`config.mk`:
```
export PLATFORM = sky130hd
export DESIGN_NAME = io_out_bcd_conv
export DESIGN_NICKNAME = d
export VERILOG_FILES = /design/src/rtl/io_out_bcd_conv_pkg.sv /design/src/rtl/io_out_bcd_conv_bcd_add3.sv /design/src/rtl/io_out_bcd_conv.sv
export SDC_FILE = /design/constraint.sdc
export NUM_CORES = 1
export LEC_CHECK = 0
export CAP_MARGIN = 20
export CORE_AREA = 2 2 118 143
export DETAILED_ROUTE_END_ITERATION = 8
export DIE_AREA = 0 0 120 145
export PLACE_DENSITY = 0.71
export SLEW_MARGIN = 20
export SYNTH_ARGS = -nofsm -noshare
export SYNTH_HDL_FRONTEND = slang
export SYNTH_SLANG_ARGS = --single-unit
```
`constraint.sdc`:
```
create_clock -name clock -period 1.8 [get_ports clock]
set_input_delay 0.18 -clock clock [delete_from_list [all_inputs] [get_ports clock]]
set_output_delay 0.18 -clock clock [all_outputs]
set_load 0.1 [all_outputs]
```
`src/rtl/io_out_bcd_conv_pkg.sv`:
```
// Shared definitions for the memory-mapped output port / BCD converter.
//   - default word addresses of the two output ports
//   - converter FSM state encoding
//   - number of double-dabble shift steps per conversion
package io_out_bcd_conv_pkg;

  localparam logic [31:0] PORT1_ADDR_DEF = 32'h0000_0080;
  localparam logic [31:0] PORT2_ADDR_DEF = 32'h0000_0084;

  // One shift per bit of the 32-bit port register.
  localparam int SHIFT_COUNT = 32;

  typedef enum logic [1:0] {
    ST_IDLE  = 2'd0,
    ST_SHIFT = 2'd1,
    ST_DONE  = 2'd2
  } state_t;

endpackage

```
`src/rtl/io_out_bcd_conv_bcd_add3.sv`:
```
// Double-dabble correction cell: a BCD nibble of 5 or more gets +3 so that
// the following left shift carries correctly into the next decimal digit.
//   din  : BCD nibble before correction
//   dout : corrected nibble
module bcd_add3 (
  input  logic [3:0] din,
  output logic [3:0] dout
);

  assign dout = (din >= 4'd5) ? din + 4'd3 : din;

endmodule

```
`src/rtl/io_out_bcd_conv.sv`:
```
// Two memory-mapped 32-bit output ports with a shared serial binary-to-BCD
// converter that shows each port's value mod 100 as two decimal digits.
//   clock, resetn        : clock, synchronous active-low reset
//   addr, datain         : CPU store address / data
//   write_io_enable      : CPU I/O store strobe
//   out_port1, out_port2 : port registers
//   num0..num3           : port 1 ones/tens, port 2 ones/tens
//   busy                 : conversion running or pending
//   done                 : one-cycle pulse after a digit pair update
module io_out_bcd_conv
  import io_out_bcd_conv_pkg::*;
#(
  parameter logic [31:0] PORT1_ADDR = PORT1_ADDR_DEF,
  parameter logic [31:0] PORT2_ADDR = PORT2_ADDR_DEF
) (
  input  logic        clock,
  input  logic        resetn,
  input  logic [31:0] addr,
  input  logic [31:0] datain,
  input  logic        write_io_enable,
  output logic [31:0] out_port1,
  output logic [31:0] out_port2,
  output logic [3:0]  num0,
  output logic [3:0]  num1,
  output logic [3:0]  num2,
  output logic [3:0]  num3,
  output logic        busy,
  output logic        done
);

  state_t      state_reg, state_next;
  logic        pend1_reg, pend2_reg;
  logic        sel2_reg;            // 0: converting port 1, 1: port 2
  logic [31:0] shift_reg;
  logic [7:0]  bcd_reg;
  logic [5:0]  cnt_reg;
  logic        done_reg;
  logic [31:0] port1_reg, port2_reg;
  logic [3:0]  num0_reg, num1_reg, num2_reg, num3_reg;

  logic        load, finish;
  logic        wr1, wr2;
  logic [7:0]  bcd_adj;
  logic [39:0] shifted;

  assign wr1 = write_io_enable && (addr == PORT1_ADDR);
  assign wr2 = write_io_enable && (addr == PORT2_ADDR);

  bcd_add3 u_add3_lo (.din(bcd_reg[3:0]), .dout(bcd_adj[3:0]));
  bcd_add3 u_add3_hi (.din(bcd_reg[7:4]), .dout(bcd_adj[7:4]));

  // The hundreds carry falls off the top, leaving value mod 100.
  assign shifted = {bcd_adj, shift_reg} << 1;

  always_ff @(posedge clock) begin
    if (!resetn) state_reg <= ST_IDLE;
    else         state_reg <= state_next;
  end

  always_comb begin
    state_next = state_reg;
    load       = 1'b0;
    finish     = 1'b0;
    case (state_reg)
      ST_IDLE: begin
        if (pend1_reg || pend2_reg) begin
          load       = 1'b1;
          state_next = ST_SHIFT;
        end
      end
      ST_SHIFT: begin
        if (cnt_reg == 6'(SHIFT_COUNT - 1)) state_next = ST_DONE;
      end
      ST_DONE: begin
        finish     = 1'b1;
        state_next = ST_IDLE;
      end
      default: state_next = ST_IDLE;
    endcase
  end

  always_ff @(posedge clock) begin
    if (!resetn) begin
      port1_reg <= '0;
      port2_reg <= '0;
      pend1_reg <= 1'b0;
      pend2_reg <= 1'b0;
      sel2_reg  <= 1'b0;
      shift_reg <= '0;
      bcd_reg   <= '0;
      cnt_reg   <= '0;
      done_reg  <= 1'b0;
      num0_reg  <= '0;
      num1_reg  <= '0;
      num2_reg  <= '0;
      num3_reg  <= '0;
    end else begin
      done_reg <= finish;

      if (wr1) port1_reg <= datain;
      if (wr2) port2_reg <= datain;

      // A store on the same edge as the load re-arms the flag, so the
      // fresh value gets its own conversion.
      if (wr1)                     pend1_reg <= 1'b1;
      else if (load && pend1_reg)  pend1_reg <= 1'b0;
      if (wr2)                     pend2_reg <= 1'b1;
      else if (load && !pend1_reg) pend2_reg <= 1'b0;

      if (load) begin
        sel2_reg  <= !pend1_reg;
        shift_reg <= pend1_reg ? port1_reg : port2_reg;
        bcd_reg   <= '0;
        cnt_reg   <= '0;
      end else if (state_reg == ST_SHIFT) begin
        bcd_reg   <= shifted[39:32];
        shift_reg <= shifted[31:0];
        cnt_reg   <= cnt_reg + 6'd1;
      end

      if (finish) begin
        if (sel2_reg) begin
          num3_reg <= bcd_reg[7:4];
          num2_reg <= bcd_reg[3:0];
        end else begin
          num1_reg <= bcd_reg[7:4];
          num0_reg <= bcd_reg[3:0];
        end
      end
    end
  end

  assign out_port1 = port1_reg;
  assign out_port2 = port2_reg;
  assign num0      = num0_reg;
  assign num1      = num1_reg;
  assign num2      = num2_reg;
  assign num3      = num3_reg;
  assign done      = done_reg;
  assign busy      = (state_reg != ST_IDLE) || pend1_reg || pend2_reg;

endmodule

```
After elaboration in Yosys (flattened, before gate mapping)
Index checks and enable logic that the tools add are counted.
Storage, ports and cells
  register bits: 132
  word-level logic and storage cells: 60
  output and inout port bits: 82
  input bits: 67
Cells by class
  muxes and demuxes: 15
  eq/ne operators: 7
  bitwise gates (word level): 2
  reduce and logical (&&, ||, !) cells: 17
  magnitude comparators: 2
  add/sub/neg operators: 3
Operator list (count)
  2-to-1 mux 32 bit: 3
  == test 32 x 8 -> 1 bit, second input constant: 2
  greater-or-equal comparator 4 x 3 -> 1 bit, second input constant: 2
  nonzero test 2 bit: 4
  2-to-1 mux 1 bit: 7
  adder 6 x 1 -> 6 bit, second input constant: 1
  == test 6 x 5 -> 1 bit, second input constant: 1
  AND reduction 2 bit: 3
  adder 4 x 2 -> 4 bit, second input constant: 1
  logical AND 1 bit: 4
  2-to-1 mux 2 bit: 2
  2-to-1 mux 4 bit: 1
  != test 2 bit, second input constant: 2
  one-hot mux 2 bit (2 select lines): 1
  adder 3 x 2 -> 3 bit, second input constant: 1
  logical OR 1 bit: 3
  2-to-1 mux 3 bit: 1
  == test 2 x 1 -> 1 bit, second input constant: 1
  == test 2 bit, second input constant: 1
  zero test 2 bit: 1
  NOT 1 bit: 2
  OR reduction 2 bit: 1
  zero test 1 bit: 1

Longest topological paths before layout
  depth in word-level cells: 6
  gate-level depth with buffers: 7
  gate-level depth less buffers: 7

By module
Synthesis repeated with hierarchy kept, for this count alone.
Second synthesis, totals
  cell total of the unflattened synthesis: 610
  area total of the unflattened synthesis: 5601.6 µm²
By module, submodules not included
  io_out_bcd_conv: area each 5398.9 µm², times used 1, cells an instance 578, seq. area each 2642.5 µm²
  bcd_add3: area each 101.3 µm², times used 2, cells an instance 16, seq. area each 0.0 µm²

Worst setup path before layout
OpenSTA, ideal clock, no wires.
  path kind: reg-to-reg
  from: reg state_reg[1]
  to: reg shift_reg[10]
  cell stages (with the launch flop): 6
  clock period less this slack: 1.401 ns
  arrival: 1.331 ns
  library setup time: 0.070 ns
  slack: 0.399 ns
  path buffers: 2
  data required time: 1.730 ns
  path through: dfxtp_1 -> clkbuf_2 -> nor4b_2 -> buf_2 -> a22oi_1 -> a21oi_1
On the way
  longest elaborated chain between the ends: 3
  elaborated cells on any way between the ends: 5
  those cells by class: eq/ne (1); mux (2); reduce/logical (2)
RTL lines
  start, declared: RTL line io_out_bcd_conv.sv:31  | state_t state_reg, state_next;
  start signal, assigned: RTL line io_out_bcd_conv.sv:57  | else state_reg <= state_next;
  zero test 2 bit: RTL line io_out_bcd_conv.sv:64  | case (state_reg)
  2-to-1 mux 1 bit: RTL line io_out_bcd_conv.sv:64
  2-to-1 mux 32 bit or nonzero test 2 bit (tied branches)
  end signal, assigned: RTL line io_out_bcd_conv.sv:112  | shift_reg <= pend1_reg ? port1_reg : port2_reg;
  end signal, assigned: RTL line io_out_bcd_conv.sv:117  | shift_reg <= shifted[31:0];
  end, declared: RTL line io_out_bcd_conv.sv:34  | logic [31:0] shift_reg;
Several ways; a longest one is shown, not always the timed one.
A chain may end at the register's enable or synchronous reset.

Worst setup path after layout
  from: reg bcd_reg[1]
  to: reg bcd_reg[2]
On the way
  longest elaborated chain between the ends: 2
  elaborated cells on any way between the ends: 3
  those cells by class: add/sub (1); order compare (1); mux (1)
RTL lines
  start, declared: RTL line io_out_bcd_conv.sv:35  | logic [7:0] bcd_reg;
  start signal, assigned: RTL line io_out_bcd_conv.sv:116  | bcd_reg <= shifted[39:32];
  adder 4 x 2 -> 4 bit or greater-or-equal comparator 4 x 3 -> 1 bit (tied branches): RTL line io_out_bcd_conv_bcd_add3.sv:10  | assign dout = (din >= 4'd5) ? din + 4'd3 : din;
  2-to-1 mux 4 bit *: RTL line io_out_bcd_conv_bcd_add3.sv:10
Every way passes the cells marked *; elsewhere a longest branch is shown, timed or not.

==> results by group <==
Status
  • Status: finished, final reports clean

Synth
  • Yosys synthesis warning count: 0
  • Share of synthesized registers carrying an async set or reset: 0
  • Largest family of logic cells by synthesized area: compound AO/OA/AOI/OAI gates
  • Synth Area in XOR/XNOR: 0.01279
  • Post-synthesis sequential area ratio: 0.4824
  • Proportion of synthesized area in mux cells: 0.02376
  • Top post-synthesis cells by area: dfxtp_1, o21ai_0, nand3_1
  • Most frequent cells after synthesis: dfxtp_1, o21ai_0, nand2_1
  • Syn Area/Cell: 8.493 um2
  • Adder-Cell Fraction of Synth Area: 0.01142
  • Primary FF master, synth: dfxtp_1
  • Yosys top cell by area: dfxtp_1
  • Simple-gate portion of the synthesized area: 0.1896
  • Synth Instances: 645
  • Most common cell in the synthesized netlist: dfxtp_1
  • Post-Syn Area: 5478 um2
  • Number of synthesized flops with an enable pin: 0
  • Synth Net Count: 717
  • Compound-cell area share of the yosys netlist: 0.2111
  • Yosys cell types: 39
  • Post-synth top area share: 0.4824
  • Seq cells post-synth: 132

Setup path
  • Slowest CP cell: dfxtp_1
  • CP startpoint: bcd_reg[1]
  • WS Path Type: reg2reg
  • Startpoint types: flip-flop
  • Cell Chain, Critical Path: inv_1, ha_1, nand2b_1, a21oi_1, and2_1, o21ai_0, a21oi_1
  • Max incr delay on CP: 390 ps
  • Worst Path Arrival: 1890 ps
  • Reg-to-reg setup timing slack: 260 ps
  • Most used cell, CP: a21oi_1
  • Crit path buf inv count: 1
  • CP Capture Type: flip-flop
  • Crit path max-delay family: compound AO/OA/AOI/OAI gates
  • Critical Path RT: 2150 ps
  • CP max FO: 5
  • R2R Path Start: bcd_reg[1]

Die
  • Core Region: 16020 um2
  • Die X-Extent: 120 um
  • Die Area: 17400 um2
  • Top-level I/O count: 149
  • Chip Height: 145 um
  • Effective utilization at floorplan: 0.3420
  • Row count: 51

Timing
  • Clock skew: 15.16 ps
  • Rel. slew slack: 0.6111
  • Setup violators final: 0
  • Final Hold Fails: 0
  • Min cycle time layout: 1540 ps
  • Final TNS setup: 0 ps
  • RSZ-0062 raised after global routing: no
  • Setup WS post-layout: 259.7 ps
  • Max-slew violations: 0
  • Fmax: 0.6492 GHz
  • Slew of the pin with the lowest slew margin: 583.2 ps
  • Fin crit share: 0.8557

Routing
  • DRC errors left: 0
  • DR iter-0 viols: 234
  • Antenna-violating nets left: 0
  • Via count: 4944
  • Routed WL: 13880 um
  • Routed length per instance: 13.83 um
  • DR vias/cell: 4.924
  • Drt pass-1 iters: 4

Global route
  • First-pass GRT wire length: 23270 um
  • Number of global-route vias before repair: 4771
  • Initial antenna violation count: 0
  • Aggregate global-route resource usage: 0.1630
  • Total grt overflow: 0
  • Largest net degree at the start of global routing: 49

Final layout
  • Area grow syn2layout: 38.10%
  • Layout cells sized above 1: 0.1818
  • Diode count: 0
  • Fin nets: 851
  • Fillers: 1552
  • Final design utilization: 0.4723

Pwr
  • VDD IR max: 0.5414 mV
  • P_leak: 0.002832 uW
  • Pwr Density: 854.8 nW/um2
  • Total power: 6466 uW

Clock network
  • Root buffer cell: clkbuf_16
  • Clock tree sinks: 132
  • Worst-Skew Late Latency: 420 ps
  • Clk slew on worst S/H paths: 60 ps
  • Post-CTS setup buffer count: 0
  • CTS Buffer Depth: 2
  • Htree depth: 4
  • CTS tree: yes
  • Hold-fix buffers, CTS: 0
  • Post-CTS Resized: 0
  • Cts bufs inserted: 17

Placement
  • Dpl ws: -147.2 ps
  • HPWL Detailed: 9306 um
  • IO buf count: 148
  • Final GP Congestion: 0.7698

Worst hold path
  • Class of the worst hold path: in2reg
  • Worst Hold Launch: resetn

Job
  • Max-Cap Viols: 0
-- metrics by stage --
stage	cells	hold WS (ps)	area, um2
global placement	972	459.4	6999
floorplan	645	310.4	5478
CTS	1004	232.6	7565
global route	1004	262.6	7565
detailed placement	972	461.9	6999
finish	1004	258.9	7565
-- placed cells by master (no fill, tap or decap), drive strengths merged, types with 5 or more instances in the layout --
master,netlist,routed
a21oi,47,47
a22oi,31,31
buf,20,106
clkbuf,36,19
clkdlybuf4s50,0,65
dfxtp,132,132
ha,5,5
inv,6,10
mux2i,13,13
nand2,81,81
nand3,66,66
nor2,16,16
nor2b,20,20
nor4,6,6
o21ai,131,131
xor2,5,5
-- cells by family (layout without fill, tap and decap cells) --
group / count (synthesis) / after routing
mux: 13 / 13
simple gates: 212 / 212
compound gates: 213 / 213
buf+inv: 62 / 209
fa+ha+maj: 5 / 5
flops: 132 / 132
xor+xnor: 8 / 8
-- worst register-to-register path, delay by kind of cell (launching register included) --
| kind | cells | cell delay (ps) |
|---|---|---|
| compound gates | 3 | 510 |
| flops | 1 | 390 |
| simple gates | 2 | 300 |
| fa+ha+maj | 1 | 180 |
| buf+inv | 1 | 100 |
-- where the power goes --
group,leakage (uW),internal (uW),switching [uW]
combinational,0.00150,153,96.5
sequential,0.00106,2920,0.000000651
clock,0.000267,1950,1340
total,0.00283,5030,1440
-- worst paths after layout --
| check | to | cells after the start |
|---|---|---|
| worst min-delay path | out_port1[15] | 3 |
| worst max-delay path | bcd_reg[2] | 7 |
| worst min register to register | out_port2[18] | 2 |
| worst max register to register | bcd_reg[2] | 7 |
-- routing by layer --
layer	wire [um]	vias up	global-route usage	part of all wire
met5	0	-	0	0
met4	165	0	0.06059	0.012
met3	611	13	0.03695	0.044
met2	6718	123	0.2639	0.48
met1	6386	2267	0.2106	0.46
li1	-	2541	-	-
-- cell type report --
cell class | instances | area (um2) | area share
Sequential cell | 132 | 2643 | 0.3493
Multi-Input combinational cell | 451 | 2485 | 0.3285
Timing Repair Buffer | 171 | 1584 | 0.2094
Clock buffer | 19 | 442.9 | 0.05855
Tap cell | 212 | 265.3 | 0.03506
Clock inverter | 13 | 122.6 | 0.01621
Inverter | 6 | 22.52 | 0.002977
(Power assumes the default switching activity.)
==> RTL change, RTL diff (same flow settings) <==
The 3 states of `state_t` get a one-hot encoding in 3 bits.
--- a/src/rtl/io_out_bcd_conv_pkg.sv
+++ b/src/rtl/io_out_bcd_conv_pkg.sv
@@ -10,10 +10,10 @@
   // One shift per bit of the 32-bit port register.
   localparam int SHIFT_COUNT = 32;
 
-  typedef enum logic [1:0] {
-    ST_IDLE  = 2'd0,
-    ST_SHIFT = 2'd1,
-    ST_DONE  = 2'd2
+  typedef enum logic [2:0] {
+    ST_IDLE  = 3'b001,
+    ST_SHIFT = 3'b010,
+    ST_DONE  = 3'b100
   } state_t;
 
 endpackage
Behaviour: same outputs for any inputs over 4 cycles, from zero or initial values and one cycle with resetn low; so few cycles prove little.
==> RTL change against the original RTL <==
- routed wire length is 14% higher
- clock skew is 0.0052 ns lower
- sequential cell count rose by 1
- worst hold slack lost 0.093 ns
- synthesized area up 7.6%
- power about the same
- critical path depth shrank 3
- cell area grew 6.4%
- setup slack got worse by 0.13 ns
- sequential share of layout area is 1.8 points lower
- critical path type is now register to output pin
==> RTL change: results (changes against the original RTL) <==
Pwr
  • Clock Power Share: 0.506 (was 0.510)
  • P_leak: 2.98 nW (was 2.83 nW)
  • VDD IR max: 571 uV (was 541 uV)
  • Psw: 1.50 mW (was 1.44 mW)

Detailed routing
  • Routed WL: 15800 um (was 13900 um)
  • Initial DRC count: 377 (was 234)
  • DR vias: 5730 (was 4944)
  • DRT met1 WL: 6780 um (was 6390 um)
  • WL met2: 8050 um (was 6720 um)
  • Wire length on met3: 807 um (was 611 um)
  • Pre-antenna DRT Iters: 5 (was 4)

Global routing
  • Vias in the first global route: 5417 (was 4771)
  • Pin count of the biggest net entering global routing: 80 (was 49)
  • GRT met2 Usage: 0.318 (was 0.264)
  • All-Layer GR Usage: 0.189 (was 0.163)
  • Met1 Use GR: 0.239 (was 0.211)
  • GR Util met3: 0.0436 (was 0.0369)
  • First-pass GRT wire length: 27000 um (was 23300 um)

Worst setup path
  • Worst stage delay on the critical path: 0.37 ns (was 0.39 ns)
  • R2R Setup Slk: 0.15 ns (was 0.26 ns)
  • Number of cells on the worst reg-to-reg path: 8 (was 7)
  • Setup crit start: state_reg[0] (was bcd_reg[1])
  • Reg2reg end: pend2_reg (was bcd_reg[2])
  • Crit path max fanout: 15 (was 5)
  • WP data arrival: 1.49 ns (was 1.89 ns)

Logic synthesis
  • Async SR Flop Fraction: 0 (unchanged)
  • Top_reg_cell synth: dfxtp_1 (unchanged)
  • Syn Nets: 833 (was 717)
  • Netlist cell types: 40 (was 39)
  • Synth area leaders: dfxtp_1 (45%), nand2_1 (10%), nand3_1 (5.7%) (was dfxtp_1 (48%), o21ai_0 (11%), nand3_1 (6.0%))
  • Top post-synthesis cells by count: nand2_1 (164), dfxtp_1 (133), nand3_1 (67) (was dfxtp_1 (132), o21ai_0 (120), nand2_1 (81))
  • Sequential share of the synthesized area: 0.452 (was 0.482)

STA
  • Clock Skews: 0.00995 ns (was 0.0152 ns)
  • Slew headroom: 0.665 (was 0.611)

Placed design
  • Placed Area: 7470 sq um (was 7000 sq um)
  • Hpwl dp: 11100 um (was 9310 um)
  • Dpl ws: -0.211 ns (was -0.147 ns)
  • Final RePlAce weighted congestion: 0.841 (was 0.770)

Worst hold path
  • Hold Path Sink: pend2_reg (was out_port1[15])
  • Hold-critical path depth: 2 (was 3)
  • Hold Path Origin: resetn (unchanged)

CTS
  • H-Tree Depth: 4 (unchanged)

Layout
  • Layout cell share with drive strength beyond 1: 0.172 (was 0.182)
  • Final net count: 970 (was 851)

Outcome
  • Outcome: complete, no violations (unchanged)
RTL change: repair_timing:
item,in CTS,in global routing
endpoints found under the setup margin,1,0
resized for setup,1,0
buffers inserted,1,0
hold buffers,0,0
RTL change: worst max-delay path by stage:
| stage | to | slack (ns) | cells past startpoint |
|---|---|---|---|
| 6_report | busy | 0.13 | 4 |
| 5_1_grt | shift_reg[29] | 0.02 | 8 |
| 4_1_cts | busy | 0.11 | 4 |
| 3_5_place_dp | out_port1[24] | -0.21 | 8 |
| 3_3_place_gp | out_port1[14] | -0.15 | 8 |
| 2_1_floorplan | state_reg[2] | 0.07 | 5 |
RTL change: metrics by stage:
stage               total power [mW]  hold WS (ns)  std cells
detailed placement              3.26         0.445       1090
CTS                             6.52         0.148       1123
finish                          6.46         0.166       1123
global placement                3.26         0.441       1090
floorplan                       3.08         0.310        761
global route                    6.68         0.165       1123
RTL change: cells by family (layout without fill, tap and decap cells):
family                   Yosys count  in the layout  synth area share
buffers and inverters             96            246            0.0807
AND/OR/NAND/NOR                  307            307             0.233
adder cells (fa/ha/maj)            5              5            0.0106
flip-flops                       133            133             0.452
XOR/XNOR                           8              8            0.0119
multiplexers                       1              1           0.00170
AO/OA/AOI/OAI                    211            211             0.211
RTL change: critical path: cells and delay by family (launching register included):
family	cells	cell delay (ns)
AND/OR/NAND/NOR	2	0.33
flip-flops	1	0.37
buffers and inverters	2	0.38
RTL change: area by class of cell:
cell class                 instances  area (sq um)
timing repair buffer             181          1650
inverter                          33           124
fill                            1539          7970
clock buffer                      19           453
clock inverter                    13           114
multi-input combinational        532          2780
tap                              212           265
sequential                       133          2660
